==> src/rtl/handshake_responder.sv <==
// Four-phase bundled-data responder: synchronizes req_i, captures data_i once per
// handshake into a show-ahead FIFO. Optional watchdog via `HS_RESP_TIMEOUT_EN.
module handshake_responder #(
    parameter int DATA_W         = 4,
    parameter int SYNC_STAGES    = 2,
    parameter int FIFO_DEPTH     = 4,
    parameter int TIMEOUT_CYCLES = 255
) (
    input  logic                          wb_clk_i,
    input  logic                          wb_rst_i,
    input  logic                          req_i,
    input  logic [DATA_W-1:0]             data_i,
    output logic                          ack_o,
    output logic                          out_valid_o,
    input  logic                          out_ready_i,
    output logic [DATA_W-1:0]             out_data_o,
    output logic [$clog2(FIFO_DEPTH):0]   fifo_count_o,
    output logic                          timeout_o
);
    localparam int PW = $clog2(FIFO_DEPTH);
    localparam int CW = PW + 1;

    typedef enum logic {IDLE, ACKED} state_t;

    logic [SYNC_STAGES-1:0] req_sync;
    logic                   req_s;
    state_t                 state_q, state_d;
    logic                   ack_q;
    logic                   push, pop, full;

    logic [DATA_W-1:0]      mem [FIFO_DEPTH];
    logic [PW-1:0]          wr_ptr, rd_ptr;
    logic [CW-1:0]          count;
    logic [DATA_W-1:0]      hold_q;

    always_ff @(posedge wb_clk_i) begin
        if (wb_rst_i) req_sync <= '0;
        else          req_sync <= {req_sync[SYNC_STAGES-2:0], req_i};
    end
    assign req_s = req_sync[SYNC_STAGES-1];

    assign full = (count == CW'(FIFO_DEPTH));
    assign pop  = out_valid_o & out_ready_i;

    always_comb begin
        state_d = state_q;
        push    = 1'b0;
        case (state_q)
            IDLE: begin
                // a full FIFO simply withholds ack; the initiator stalls
                if (req_s && !full) begin
                    push    = 1'b1;
                    state_d = ACKED;
                end
            end
            ACKED: begin
                if (!req_s) state_d = IDLE;
            end
            default: state_d = IDLE;
        endcase
    end

    always_ff @(posedge wb_clk_i) begin
        if (wb_rst_i) begin
            state_q <= IDLE;
            ack_q   <= 1'b0;
        end else begin
            state_q <= state_d;
            ack_q   <= (state_d == ACKED);
        end
    end
    assign ack_o = ack_q;

    always_ff @(posedge wb_clk_i) begin
        if (push) mem[wr_ptr] <= data_i;
    end

    always_ff @(posedge wb_clk_i) begin
        if (wb_rst_i) begin
            wr_ptr <= '0;
            rd_ptr <= '0;
            count  <= '0;
            hold_q <= '0;
        end else begin
            if (push) wr_ptr <= wr_ptr + 1'b1;
            if (pop) begin
                rd_ptr <= rd_ptr + 1'b1;
                hold_q <= mem[rd_ptr];
            end
            case ({push, pop})
                2'b10:   count <= count + 1'b1;
                2'b01:   count <= count - 1'b1;
                default: count <= count;
            endcase
        end
    end

    // once drained, the output keeps the last word that was presented
    assign out_valid_o  = (count != '0);
    assign out_data_o   = out_valid_o ? mem[rd_ptr] : hold_q;
    assign fifo_count_o = count;

`ifdef HS_RESP_TIMEOUT_EN
    localparam int TW = ($clog2(TIMEOUT_CYCLES + 1) > 8) ? $clog2(TIMEOUT_CYCLES + 1) : 8;

    logic [TW-1:0] to_cnt;
    logic          to_flag;

    always_ff @(posedge wb_clk_i) begin
        if (wb_rst_i) begin
            to_cnt  <= '0;
            to_flag <= 1'b0;
        end else begin
            if (state_d == IDLE)
                to_cnt <= '0;
            else if (state_q == ACKED && req_s && to_cnt != TW'(TIMEOUT_CYCLES))
                to_cnt <= to_cnt + 1'b1;
            if (to_cnt == TW'(TIMEOUT_CYCLES))
                to_flag <= 1'b1;
        end
    end
    assign timeout_o = to_flag;
`else
    assign timeout_o = 1'b0;
`endif

endmodule
==> config.mk <==
export PLATFORM = sky130hd
export DESIGN_NAME = handshake_responder
export DESIGN_NICKNAME = d
export VERILOG_FILES = /design/src/rtl/handshake_responder.sv
export SDC_FILE = /design/constraint.sdc
export NUM_CORES = 1
export LEC_CHECK = 0
export CAP_MARGIN = 20
export CORE_MARGIN = 4
export CORE_UTILIZATION = 40
export CTS_CLUSTER_DIAMETER = 150
export DETAILED_ROUTE_END_ITERATION = 7
export HOLD_SLACK_MARGIN = 0.05
export PLACE_DENSITY = 0.69
export SLEW_MARGIN = 40
export SYNTH_ARGS = -nofsm -noshare
export SYNTH_HDL_FRONTEND = slang
export SYNTH_SLANG_ARGS = --single-unit
export TNS_END_PERCENT = 100
==> constraint.sdc <==
create_clock -name wb_clk_i -period 6.9 [get_ports wb_clk_i]
set_clock_uncertainty 0.2 [all_clocks]
set_input_delay 1.725 -clock wb_clk_i [delete_from_list [all_inputs] [get_ports wb_clk_i]]
set_output_delay 1.725 -clock wb_clk_i [all_outputs]
set_load 0.02 [all_outputs]
==> metrics.md <==
| Metric | Value |
|---|---|
| Slew Viols, Final | `0` |
| Pre-Repair DR Iteration Count | `4` |
| FFs w/ async S/R, synth | `0` |
| Critical path required time | `4.97 ns` |
| Ys flop type | `edfxtp_1` |
| F_max | `0.241 GHz` |
| Crit path launch type | `flip-flop` |
| Mapped Cells | `103` |
| Number of global-route vias before repair | `784` |
| Postcts setup bufs | `0` |
| Mapped Area | `1360 um2` |
| Max-cap violations | `0` |
| GRT Util Overall | `0.120` |
| Yosys cell types | `26` |
| Via count | `799` |
| Cell taking the most area after synthesis | `edfxtp_1` |
| Fin Setup TNS | `0 ns` |
| WHS Path Cells | `1` |
| Dpl ws | `2.91 ns` |
| Crit path max fanout | `4` |
| Leakage power | `0.614 nW` |
| Fillers | `307` |
| Routed Wire Length | `2270 um` |
| Final Hold Fails | `0` |
| DRT met1 WL | `982 um` |
| Share of layout cells above drive strength 1 | `0.146` |
| GRT overflow | `0` |
| Drt via density | `4.78` |
| Nets | `136` |
| DRC viols | `0` |
| Row count | `20` |
| Die width | `66.4 um` |
| GPL Wtd Cong | `0.773` |
| Mapped Nets | `117` |
| Placeable Area | `3150 um2` |
| Root Buffer | `clkbuf_4` |
| Worst Setup End Kind | `output pin` |
| Avg Cell Area, Syn | `13.2 um2` |
| I/O pins | `18` |
| CTS tree | `built` |
| Wire length on met2 | `1130 um` |
| Pwr per Cell Area | `322 nW/um2` |
| Syn. warnings | `0` |
| CP Data Arrival Time | `2.22 ns` |
| Initial Util | `0.433` |
| Cts hold-fix bufs | `0` |
| CTS resizes | `0` |
| DR WL met3 | `84 um` |
| Height of the die | `66.4 um` |
| FF-to-FF path depth | `9` |
| Min-delay worst type | `flip-flop to flip-flop` |
| Antenna violations before repair | `0` |
| CTS clk-pin slew, worst paths | `0.11 ns` |
| # diodes | `0` |
| RSZ-0062 raised after global routing | `no` |
| Die ar. | `4410 um2` |
| Status | `finished clean` |
| DP HPWL | `1700 um` |
| Seq/Total Area, Yosys | `0.587` |
| Post-synth EDFFs | `16` |
| Area contributors post-synth | `edfxtp_1, dfxtp_1, mux4_2` |
| Post-layout min period | `4.15 ns` |
| Post-synth top cells | `dfxtp_1, edfxtp_1, nor2_1, inv_1, ha_1` |
| Share of the synthesized area in the top cell type | `0.352` |
| Yosys reg bits | `32` |
| DRC marker count from the first detailed-route iteration | `46` |
| Crit Path Class | `flip-flop to output pin` |
| Worst Slack Setup Final | `2.75 ns` |
| Total CTS buffers | `5` |
| Max rail drop VDD | `0.108 mV` |
| Clock Tree Buf Depth | `2` |
| Final Cycle Share | `0.601` |
| Top routing layer in use | `met4` |
| Global-route wire length before repair | `3680 um` |
| Final setup vio count | `0` |
| Clk Latency, worst-skew pair | `0.34 ns` |
| # port buffers | `16` |
| CTS sink count | `32` |
| Final ANT Viol Nets | `0` |
| Largest net degree at the start of global routing | `16` |
| Syn-to-layout area delta | `18.3%` |
| Wire per inst | `13.6 um` |
| H-tree depth | `2` |
## layout by cell type, fill, tap and decap left out, drive strengths merged
master | netlist | routed
dfxtp | 16 | 16
clkdlybuf4s50 | 0 | 16
edfxtp | 16 | 16
nor2 | 12 | 12
inv | 8 | 8
clkbuf | 2 | 6
ha | 5 | 5
mux4 | 4 | 4
mux2 | 4 | 4
and3 | 4 | 4
xor2 | 4 | 4
a21oi | 4 | 4
mux2i | 4 | 4
nor2b | 3 | 3
o21ai | 3 | 3
nor3b | 2 | 2
nand3 | 2 | 2
clkinv | 0 | 2
o31ai | 1 | 1
nor3 | 1 | 1
or3b | 1 | 1
nand2b | 1 | 1
o311ai | 1 | 1
or3 | 1 | 1
fa | 1 | 1
conb | 1 | 1
## critical path: stages (launching register included)
cell and delay (ns):
dfxtp_1 0.49, mux4_2 0.58, mux2_2 0.28, clkdlybuf4s50_1 0.53
## flip-flops by register name, summed over array words and instances (netlist names), named ones only
register,cells
mem,16
hold_q,4
rd_ptr,2
ack_o,1
fifo_count_o,3
wr_ptr,2
req_sync,2
## cells by family after synthesis
| logic type | count (synthesis) | share of synthesized area |
|---|---|---|
| buf+inv | 12 | 0.0413 |
| other cells | 1 | 0.00275 |
| simple gates | 27 | 0.106 |
| flops | 32 | 0.587 |
| fa+ha+maj | 6 | 0.0606 |
| compound gates | 9 | 0.0477 |
| xor+xnor | 4 | 0.0257 |
| mux | 12 | 0.128 |
## worst paths after layout
path / slack [ns] / startpoint / endpoint
worst max-delay path: 2.75 / flip-flop / out_data_o[3]
worst min-delay path: 0.24 / req_sync[0]$_SDFF_PP0_ / req_sync[1]$_SDFF_PP0_
worst max register to register: 4.34 / fifo_count_o[2]$_SDFFE_PP0P_ / fifo_count_o[2]$_SDFFE_PP0P_
worst min register to register: 0.24 / req_sync[0]$_SDFF_PP0_ / req_sync[1]$_SDFF_PP0_
## final cells by class
cell class | count | area (um2) | share of cell area
clock buffers | 6 | 51.3 | 0.0318
clock inverters | 2 | 10.0 | 0.00620
inverters | 8 | 30.0 | 0.0186
multi-input cells | 59 | 507 | 0.314
flip-flops and latches | 32 | 801 | 0.496
well taps | 44 | 55.1 | 0.0341
repair buffers | 16 | 160 | 0.0992
## where the power goes
group          internal, W  switching, W
Clock            0.0000484     0.0000642
Sequential        0.000215     0.0000209
Combinational    0.0000887     0.0000817
## through the flow
stage / hold slack (ns) / cell area (um2) / utilization / cells / power, W
CTS: 0.245 / 1610 / 0.512 / 167 / 0.000525
global placement: 0.219 / 1550 / 0.492 / 159 / 0.000408
detailed placement: 0.222 / 1550 / 0.492 / 159 / 0.000411
finish: 0.243 / 1610 / 0.512 / 167 / 0.000519
global route: 0.266 / 1610 / 0.512 / 167 / 0.000547
floorplan: 0.214 / 1360 / - / 103 / 0.000354
## layer usage
layer	GRT usage	vias to the layer above
met1	0.137	381
met5	0	-
met4	0.0914	0
li1	-	396
met3	0.0425	7
met2	0.182	15
No activity file was read; power rests on OpenSTA's default activity.
